$ cat config.mk
export PLATFORM = sky130hd
export DESIGN_NAME = spi_arb_flat
export DESIGN_NICKNAME = d
export VERILOG_FILES = /design/src/rtl/spi_arb_if.sv /design/src/rtl/spi_arb.sv /design/src/flat_wrapper.sv
export SDC_FILE = /design/constraint.sdc
export NUM_CORES = 1
export LEC_CHECK = 0
export CORE_ASPECT_RATIO = 0.6
export CORE_MARGIN = 2
export CORE_UTILIZATION = 33
export CTS_CLUSTER_SIZE = 20
export DETAILED_ROUTE_END_ITERATION = 6
export GPL_ROUTABILITY_DRIVEN = 1
export PLACE_DENSITY_LB_ADDON = 0.12
export SYNTH_ARGS = -nofsm -noshare
export SYNTH_HDL_FRONTEND = slang
export SYNTH_SLANG_ARGS = --single-unit
$ cat constraint.sdc
create_clock -name clk -period 4.5 [get_ports clk]
set_clock_uncertainty 0.15 [all_clocks]
set_input_delay 1.35 -clock clk [delete_from_list [all_inputs] [get_ports clk]]
set_output_delay 1.35 -clock clk [all_outputs]
set_load 0.05 [all_outputs]
$ cat src/rtl/spi_arb_if.sv
// ----------------------------------------------------------------------------
// spi_arb_if
// Bundle of every non-clock/reset signal of spi_arb.
//   client side : req0/req1, cmd0/cmd1 (in), done0/done1, rd_data, ovf0/ovf1,
//                 busy (out), clr_ovf (in)
//   monarch side: spi_wrt, spi_cmd (out), spi_done, spi_rd, mn_SS_n (in)
//   slave select: SS0_n, SS1_n (out)
// Modport 'slave' is the arbiter's view. Modport 'master' is the view of
// whatever drives it: the clients plus the SPI monarch.
// ----------------------------------------------------------------------------
interface spi_arb_if;
   logic        req0, req1;
   logic [15:0] cmd0, cmd1;
   logic        done0, done1;
   logic [15:0] rd_data;
   logic        ovf0, ovf1;
   logic        clr_ovf;
   logic        busy;
   logic        spi_wrt;
   logic [15:0] spi_cmd;
   logic        spi_done;
   logic [15:0] spi_rd;
   logic        mn_SS_n;
   logic        SS0_n, SS1_n;

   modport slave (
      input  req0, req1, cmd0, cmd1, clr_ovf, spi_done, spi_rd, mn_SS_n,
      output done0, done1, rd_data, ovf0, ovf1, busy, spi_wrt, spi_cmd,
             SS0_n, SS1_n
   );

   modport master (
      output req0, req1, cmd0, cmd1, clr_ovf, spi_done, spi_rd, mn_SS_n,
      input  done0, done1, rd_data, ovf0, ovf1, busy, spi_wrt, spi_cmd,
             SS0_n, SS1_n
   );
endinterface

$ cat src/rtl/spi_arb.sv
// ----------------------------------------------------------------------------
// spi_arb
// Shares one SPI monarch between two clients (0: inertial, 1: IR/A2D).
// Each client has a one-deep command buffer. Pending clients are served
// round-robin. The monarch's slave select is steered to the current owner,
// and an idle gap of GAP_CYC clocks is inserted after every transaction.
// Ports:
//   clk  : system clock, all state on posedge
//   rst  : asynchronous active-high reset
//   bus  : spi_arb_if.slave (client handshakes, monarch controls, SS routing)
// ----------------------------------------------------------------------------
module spi_arb #(
   parameter int GAP_CYC = 4
) (
   input  logic      clk,
   input  logic      rst,
   spi_arb_if.slave  bus
);

   localparam int            GW     = (GAP_CYC > 1) ? $clog2(GAP_CYC) : 1;
   localparam logic [GW-1:0] GAP_LD = (GAP_CYC > 0) ? GW'(GAP_CYC - 1) : '0;

   typedef enum logic [2:0] {
      S_IDLE,
      S_ISSUE,
      S_XFER,
      S_DONE,
      S_GAP
   } state_t;

   state_t             state_q, state_d;
   logic [1:0]         pend_q, pend_d;
   logic [1:0][15:0]   buf_q, buf_d;
   logic [1:0]         ovf_q, ovf_d;
   logic               owner_q, owner_d;
   logic               last_q, last_d;
   logic [GW-1:0]      gap_q, gap_d;
   logic [15:0]        rd_q, rd_d;
   logic [15:0]        cmd_q, cmd_d;

   logic [1:0]         req_v;
   logic [1:0][15:0]   cmd_v;
   logic [1:0]         done_v;

   assign req_v = {bus.req1, bus.req0};
   assign cmd_v = {bus.cmd1, bus.cmd0};

   // done for a client is simply "in DONE and that client owns the bus"
   assign done_v[0] = (state_q == S_DONE) && (owner_q == 1'b0);
   assign done_v[1] = (state_q == S_DONE) && (owner_q == 1'b1);

   // -------------------------------------------------------------------------
   // Command buffers and overflow flags
   // -------------------------------------------------------------------------
   always_comb begin
      pend_d = pend_q;
      buf_d  = buf_q;
      ovf_d  = ovf_q;
      for (int i = 0; i < 2; i++) begin
         if (done_v[i]) pend_d[i] = 1'b0;
         if (bus.clr_ovf) ovf_d[i] = 1'b0;
         if (req_v[i]) begin
            // a request landing on its own done slot refills the buffer
            // the buffer is being emptied in that same cycle, so no overflow
            if (pend_q[i] && !done_v[i]) begin
               ovf_d[i] = 1'b1;
            end else begin
               pend_d[i] = 1'b1;
               buf_d[i]  = cmd_v[i];
            end
         end
      end
   end

   // -------------------------------------------------------------------------
   // Sequencer
   // -------------------------------------------------------------------------
   always_comb begin
      state_d = state_q;
      owner_d = owner_q;
      last_d  = last_q;
      gap_d   = gap_q;
      rd_d    = rd_q;
      cmd_d   = cmd_q;
      case (state_q)
         S_IDLE: begin
            if (|pend_q) begin
               // both pending: the client that did not finish last goes next
               if (&pend_q) owner_d = ~last_q;
               else         owner_d = pend_q[1];
               cmd_d   = buf_q[owner_d];
               state_d = S_ISSUE;
            end
         end
         S_ISSUE: state_d = S_XFER;
         S_XFER: begin
            if (bus.spi_done) begin
               rd_d    = bus.spi_rd;
               last_d  = owner_q;
               state_d = S_DONE;
            end
         end
         S_DONE: begin
            gap_d   = GAP_LD;
            state_d = (GAP_CYC > 0) ? S_GAP : S_IDLE;
         end
         S_GAP: begin
            if (gap_q == '0) state_d = S_IDLE;
            else             gap_d   = gap_q - GW'(1);
         end
         default: state_d = S_IDLE;
      endcase
   end

   always_ff @(posedge clk or posedge rst) begin
      if (rst) begin
         state_q <= S_IDLE;
         pend_q  <= '0;
         buf_q   <= '0;
         ovf_q   <= '0;
         owner_q <= 1'b0;
         last_q  <= 1'b1;
         gap_q   <= '0;
         rd_q    <= '0;
         cmd_q   <= '0;
      end else begin
         state_q <= state_d;
         pend_q  <= pend_d;
         buf_q   <= buf_d;
         ovf_q   <= ovf_d;
         owner_q <= owner_d;
         last_q  <= last_d;
         gap_q   <= gap_d;
         rd_q    <= rd_d;
         cmd_q   <= cmd_d;
      end
   end

   // -------------------------------------------------------------------------
   // Outputs
   // -------------------------------------------------------------------------
   assign bus.done0   = done_v[0];
   assign bus.done1   = done_v[1];
   assign bus.rd_data = rd_q;
   assign bus.ovf0    = ovf_q[0];
   assign bus.ovf1    = ovf_q[1];
   assign bus.busy    = (state_q != S_IDLE);
   assign bus.spi_wrt = (state_q == S_ISSUE);
   assign bus.spi_cmd = cmd_q;

   // the non-owner's select is forced high; owner_q holds after completion
   assign bus.SS0_n = bus.mn_SS_n | (owner_q != 1'b0);
   assign bus.SS1_n = bus.mn_SS_n | (owner_q != 1'b1);

endmodule

$ cat src/flat_wrapper.sv
// flat-port wrapper written by rule: the top's interface ports become plain ports
module spi_arb_flat 
#(
   parameter int GAP_CYC = 4
)
  (clk, rst, bus_req0, bus_req1, bus_cmd0, bus_cmd1, bus_clr_ovf, bus_spi_done, bus_spi_rd, bus_mn_SS_n, bus_done0, bus_done1, bus_rd_data, bus_ovf0, bus_ovf1, bus_busy, bus_spi_wrt, bus_spi_cmd, bus_SS0_n, bus_SS1_n);
  spi_arb_if bus_i ();
  input  logic clk;
  input  logic rst;
  input wire logic [$bits(bus_i.req0)-1:0] bus_req0;
  input wire logic [$bits(bus_i.req1)-1:0] bus_req1;
  input wire logic [$bits(bus_i.cmd0)-1:0] bus_cmd0;
  input wire logic [$bits(bus_i.cmd1)-1:0] bus_cmd1;
  input wire logic [$bits(bus_i.clr_ovf)-1:0] bus_clr_ovf;
  input wire logic [$bits(bus_i.spi_done)-1:0] bus_spi_done;
  input wire logic [$bits(bus_i.spi_rd)-1:0] bus_spi_rd;
  input wire logic [$bits(bus_i.mn_SS_n)-1:0] bus_mn_SS_n;
  output wire logic [$bits(bus_i.done0)-1:0] bus_done0;
  output wire logic [$bits(bus_i.done1)-1:0] bus_done1;
  output wire logic [$bits(bus_i.rd_data)-1:0] bus_rd_data;
  output wire logic [$bits(bus_i.ovf0)-1:0] bus_ovf0;
  output wire logic [$bits(bus_i.ovf1)-1:0] bus_ovf1;
  output wire logic [$bits(bus_i.busy)-1:0] bus_busy;
  output wire logic [$bits(bus_i.spi_wrt)-1:0] bus_spi_wrt;
  output wire logic [$bits(bus_i.spi_cmd)-1:0] bus_spi_cmd;
  output wire logic [$bits(bus_i.SS0_n)-1:0] bus_SS0_n;
  output wire logic [$bits(bus_i.SS1_n)-1:0] bus_SS1_n;
  assign bus_i.req0 = bus_req0;
  assign bus_i.req1 = bus_req1;
  assign bus_i.cmd0 = bus_cmd0;
  assign bus_i.cmd1 = bus_cmd1;
  assign bus_i.clr_ovf = bus_clr_ovf;
  assign bus_i.spi_done = bus_spi_done;
  assign bus_i.spi_rd = bus_spi_rd;
  assign bus_i.mn_SS_n = bus_mn_SS_n;
  assign bus_done0 = bus_i.done0;
  assign bus_done1 = bus_i.done1;
  assign bus_rd_data = bus_i.rd_data;
  assign bus_ovf0 = bus_i.ovf0;
  assign bus_ovf1 = bus_i.ovf1;
  assign bus_busy = bus_i.busy;
  assign bus_spi_wrt = bus_i.spi_wrt;
  assign bus_spi_cmd = bus_i.spi_cmd;
  assign bus_SS0_n = bus_i.SS0_n;
  assign bus_SS1_n = bus_i.SS1_n;
  spi_arb #(.GAP_CYC(GAP_CYC)) u_core (.clk(clk), .rst(rst), .bus(bus_i));
endmodule
# Yosys cells after proc, flatten, opt, wreduce, memory -nomap -nowiden

Cells that the tools add are included.

Eq/ne operators: 8
Bitwise logic cells: 6
Reduce and logical (&&, ||, !) cells: 18
Magnitude comparators: 1
Muxes and demuxes: 23
Add/sub/neg operators: 1

Operators with widths:

| kind                                                                  | number |
|---|---|
| 16-bit two-way mux                                                    | 2 |
| 1-bit two-way mux                                                     | 15 |
| 3-bit one-hot mux with 5 select lines                                 | 1 |
| 2-bit AND reduction                                                   | 6 |
| 3-bit two-way mux                                                     | 3 |
| 3-bit by 2-bit == test with 1-bit output (second input constant)      | 2 |
| 1-bit logical AND                                                     | 4 |
| 2-bit by 1-bit != test with 1-bit output (second input constant)      | 2 |
| 2-bit != test (second input constant)                                 | 2 |
| 1-bit NOT                                                             | 4 |
| 2-bit one-hot mux with 2 select lines                                 | 1 |
| 3-bit by 1-bit == test with 1-bit output (second input constant)      | 1 |
| 3-bit == test (second input constant)                                 | 1 |
| 3-bit zero test                                                       | 1 |
| 3-bit AND reduction                                                   | 1 |
| 3-bit nonzero test                                                    | 1 |
| 1-bit zero test                                                       | 2 |
| 2-bit zero test                                                       | 1 |
| 1-bit by 2-bit < comparator with 1-bit output (second input constant) | 1 |
| 2-bit two-way mux                                                     | 1 |
| 1-bit bitwise OR                                                      | 2 |
| 2-bit nonzero test                                                    | 1 |
| 2-bit OR reduction                                                    | 1 |
| 2-bit by 1-bit subtractor with 2-bit output (second input constant)   | 1 |

Logic and storage cells: 67
Register bits: 75
Output and inout port bits: 40
Input port bits: 55

# Depth between registers and ports, before layout

Depth after elaboration: 6
Depth in mapped cells: 5
Mapped depth without buffers: 5

# Worst setup path before layout

Ideal clock, no wire load.

Path type: input to output
Start: input bus_mn_SS_n
End: output bus_SS1_n
Cell stages on the path: 1
Arrival: 1.753 ns
Setup slack: 1.247 ns
Buffers on the path: 0
Data required time: 3.000 ns
Path through: nand2b_1

Longest elaborated chain between the ends: 1

RTL lines:

| item             | RTL line           | source |
|---|---|---|
| from (decl)      | flat_wrapper.sv:17 | `input wire logic [$bits(bus_i.mn_SS_n)-1:0] bus_mn_SS_n;` |
| 1-bit bitwise OR | spi_arb.sv:153     | `assign bus.SS1_n = bus.mn_SS_n \| (owner_q != 1'b1);` |
| to (decl)        | flat_wrapper.sv:27 | `output wire logic [$bits(bus_i.SS1_n)-1:0] bus_SS1_n;` |

No other way between the ends.

# Final worst setup path

Start: input bus_mn_SS_n
End: output bus_SS0_n

Longest elaborated chain between the ends: 1

RTL lines:

| item             | RTL line           | source |
|---|---|---|
| 1-bit bitwise OR | spi_arb.sv:152     | `assign bus.SS0_n = bus.mn_SS_n \| (owner_q != 1'b0);` |
| to (decl)        | flat_wrapper.sv:26 | `output wire logic [$bits(bus_i.SS0_n)-1:0] bus_SS0_n;` |

No other way between the ends.

==> flow_metrics.py <==
metrics = {
    "timing": {
        "setup_violations": 0,
        "setup_tns_ns": 0,
        "period_minus_slack_ns": 4.25,
        "hold_viol": 0,
        "max_freq_ghz": 0.236,
        "rsz0062_at_grt": "false",
        "post-route-period-util_pct": 94.3,
        "worstMarginPinSlew_ns": 0.808,
        "maxSlewViolCount": 0,
        "slew_headroom_pct": 46.0,
    },
    "global_route": {
        "grt_pass1_vias": 2052,
        "grt_first_pass_wirelength_um": 11100,
        "track_usage_pct": 13.9,
        "antenna_found_initial": 0,
        "grt-ovfl-total": 0,
        "grt_max_degree": 44,
    },
    "worst_setup_path": {
        "critPathKind": "input pin to primary output",
        "path_max_fanout": 2,
        "cp-start-kind": "input pin",
        "endpoint_kind": "primary output",
        "worstPathArrival_ns": 2.75,
        "ff2ff_path_depth": 3,
        "cp.required_ns": 3.00,
    },
    "drt": {
        "vias_per_cell": 4.40,
        "drt-initial-drc-count": 81,
        "vias": 1969,
        "post_drt_wl_per_cell_um": 15.1,
        "ant_nets": 0,
        "drt-total-wl_um": 6770,
        "first_pass_iters": 4,
        "drc": 0,
    },
    "yosys": {
        "syn_nets": 265,
        "async_reset_ff_share_pct": 100,
        "ys_types": 32,
        "netlist_instances": 209,
        "synth_common_cells": "dfrtp_1 (74), mux2_2 (70), mux2_4 (10)",
        "synth_seq_cells": 75,
        "syn_area_sq_mm": 0.00325,
        "synth-warning-count": 0,
        "synth_edf_count": 0,
        "synthTopCellsByArea": "dfrtp_1 (57%), mux2_2 (24%), mux2_4 (4.6%), a21boi_4 (1.2%), buf_6 (1.0%)",
        "yosysTopAreaCellShare_pct": 56.9,
        "synth_area_per_cell_sq_um": 15.6,
        "synth_most_common_cell": "dfrtp_1",
        "synthFlopType": "dfrtp_1",
        "ys_seq_area_share_pct": 57.7,
        "synth_area_leader_cell": "dfrtp_1",
    },
    "floorplan": {
        "core_region_area_sq_mm": 0.00974,
        "die-area_sq_mm": 0.0107,
        "die_w_um": 132,
        "io_pins": 95,
        "start_util_pct": 33.4,
        "row_count": 28,
        "die_h_um": 80.9,
    },
    "finish": {
        "fin_area_sq_mm": 0.00464,
        "num-fill-cells": 875,
        "layout.cells.non_filler": 448,
        "drive_gt1_share_pct": 35.1,
        "diodes": 0,
        "finalNetCount": 364,
        "area_delta_synth_final_pct": 42.8,
    },
    "power_and_ir_drop": {
        "pwr-share-seq_pct": 30.8,
        "clkPwrFrac_pct": 21.2,
        "internal_power_mw": 2.45,
        "p_leak_nw": 1.99,
        "pwr-share-comb_pct": 48.0,
        "p_switching_mw": 1.49,
        "netSwitchingFraction_pct": 37.8,
        "ir_drop_uv": 376,
        "power_density_mw_per_mm2": 848,
    },
    "clock_network": {
        "clk-insertion-delay-late_ns": 0.33,
        "numCtsBuffers": 9,
        "cts_setup_buffers": 0,
        "cts.htree.levels": 3,
        "cts_buffer_depth": 2,
        "ctsHoldBuffers": 0,
        "cts_tree": "yes",
        "cts_resized": 0,
        "root_buffer": "clkbuf_16",
        "path_clk_slew_ns": 0.06,
        "clkSinkCount": 75,
    },
    "worst_hold_path": {
        "min_path_cells": 1,
        "hold_path.class": "flip-flop to flip-flop",
    },
    "placed_design": {
        "hpwlAfterDp_um": 4620,
        "place_area_sq_mm": 0.00429,
        "dp_cells": 432,
        "portBuffers": 94,
        "globalplace.congestion": 0.674,
    },
    "job": {
        "cap_violations": 0,
    },
    "run_status": {
        "outcome": "finished, final reports clean",
    },
}
==> layer usage <==
metal  global-route usage, %  routed length [um]  vias to the layer above
met2                    18.4                2740                       64
met4                    4.52                  81                        0
met5                       0                   0                        -
met3                    5.49                 466                        8
li1                        -                   -                      947
met1                    20.3                3480                      950
==> path summary, 6_finish.rpt <==
kind                                               end               from  slack, ns
worst max-delay path                         bus_SS0_n        bus_mn_SS_n       0.25
worst min-delay path                  u_core.buf_q[10]   u_core.buf_q[10]       0.35
worst max register to register  u_core.bus.rd_data[12]  u_core.state_q[1]       2.38
worst min register to register        u_core.buf_q[10]   u_core.buf_q[10]       0.35
max in group asynchronous        u_core.bus.rd_data[9]                rst       2.17
min in group asynchronous            u_core.state_q[0]                rst       1.31
==> area by class of cell <==
| type | instances | area, sq um | area share (%) |
|---|---|---|---|
| Sequential cell | 75 | 1880 | 40.4 |
| Multi-Input combinational cell | 118 | 1260 | 27.2 |
| Timing Repair Buffer | 96 | 953 | 20.5 |
| Clock buffer | 10 | 239 | 5.15 |
| Tap cell | 135 | 169 | 3.64 |
| Clock inverter | 6 | 113 | 2.42 |
| Inverter | 8 | 31.3 | 0.673 |
==> flip-flops by register name, summed over array words and instances, names as in the netlist <==
| name | flops |
|---|---|
| u_core.ovf_q | 2 |
| u_core.state_q | 3 |
| u_core.pend_q | 2 |
| u_core.bus.rd_data | 16 |
| u_core.last_q | 1 |
| u_core.buf_q | 32 |
| u_core.bus.spi_cmd | 16 |
| u_core.owner_q | 1 |
| u_core.gap_q | 2 |
==> critical path, cell delays in order <==
cell and delay [ns]:
clkdlybuf4s50_1 0.40, or2_2 0.28, clkdlybuf4s50_1 0.71
==> metrics by stage <==
stage	setup WS (ns)	power, mW	hold slack, ns	util (%)
2_1_floorplan	1.09	2.64	0.310	-
3_3_place_gp	0.279	3.11	0.327	44.1
3_5_place_dp	0.256	3.13	0.328	44.1
4_1_cts	0.258	3.99	0.347	47.7
5_1_grt	0.231	4.17	0.358	47.7
6_report	0.255	3.94	0.348	47.7
==> kinds of logic after synthesis <==
logic type               synth area share (%)
multiplexers                             29.2
adder cells (fa/ha/maj)                 0.385
buffers and inverters                    3.50
AND/OR/NAND/NOR                          5.08
AO/OA/AOI/OAI                            3.85
XOR/XNOR                                0.269
flip-flops                               57.7
==> cell usage in the layout, fill, tap and decap left out, types with 2 or more instances in the layout <==
cell type / netlist / final
a21boi_4: 2 / 2
a21oi_1: 2 / 2
buf_4: 4 / 3
bufinv_16: 0 / 3
clkbuf_16: 0 / 9
clkdlybuf4s50_1: 0 / 93
clkinv_2: 0 / 2
clkinv_4: 0 / 2
dfrtp_1: 74 / 74
inv_1: 8 / 7
mux2_2: 70 / 70
mux2_4: 10 / 10
nand2_1: 6 / 6
nand2b_1: 2 / 2
nor2_1: 2 / 2
nor3_1: 2 / 2
o21ai_0: 4 / 4
o221ai_1: 2 / 2
==> power groups by stage <==
stage          Clock [mW]  Combinational [mW]  Sequential [mW]
2_1_floorplan           0               0.951             1.69
3_3_place_gp            0                1.89             1.22
3_5_place_dp            0                1.91             1.23
4_1_cts             0.859                1.91             1.22
5_1_grt             0.896                2.01             1.27
6_report            0.836                1.89             1.21
No activity file was read; power rests on OpenSTA's default activity.
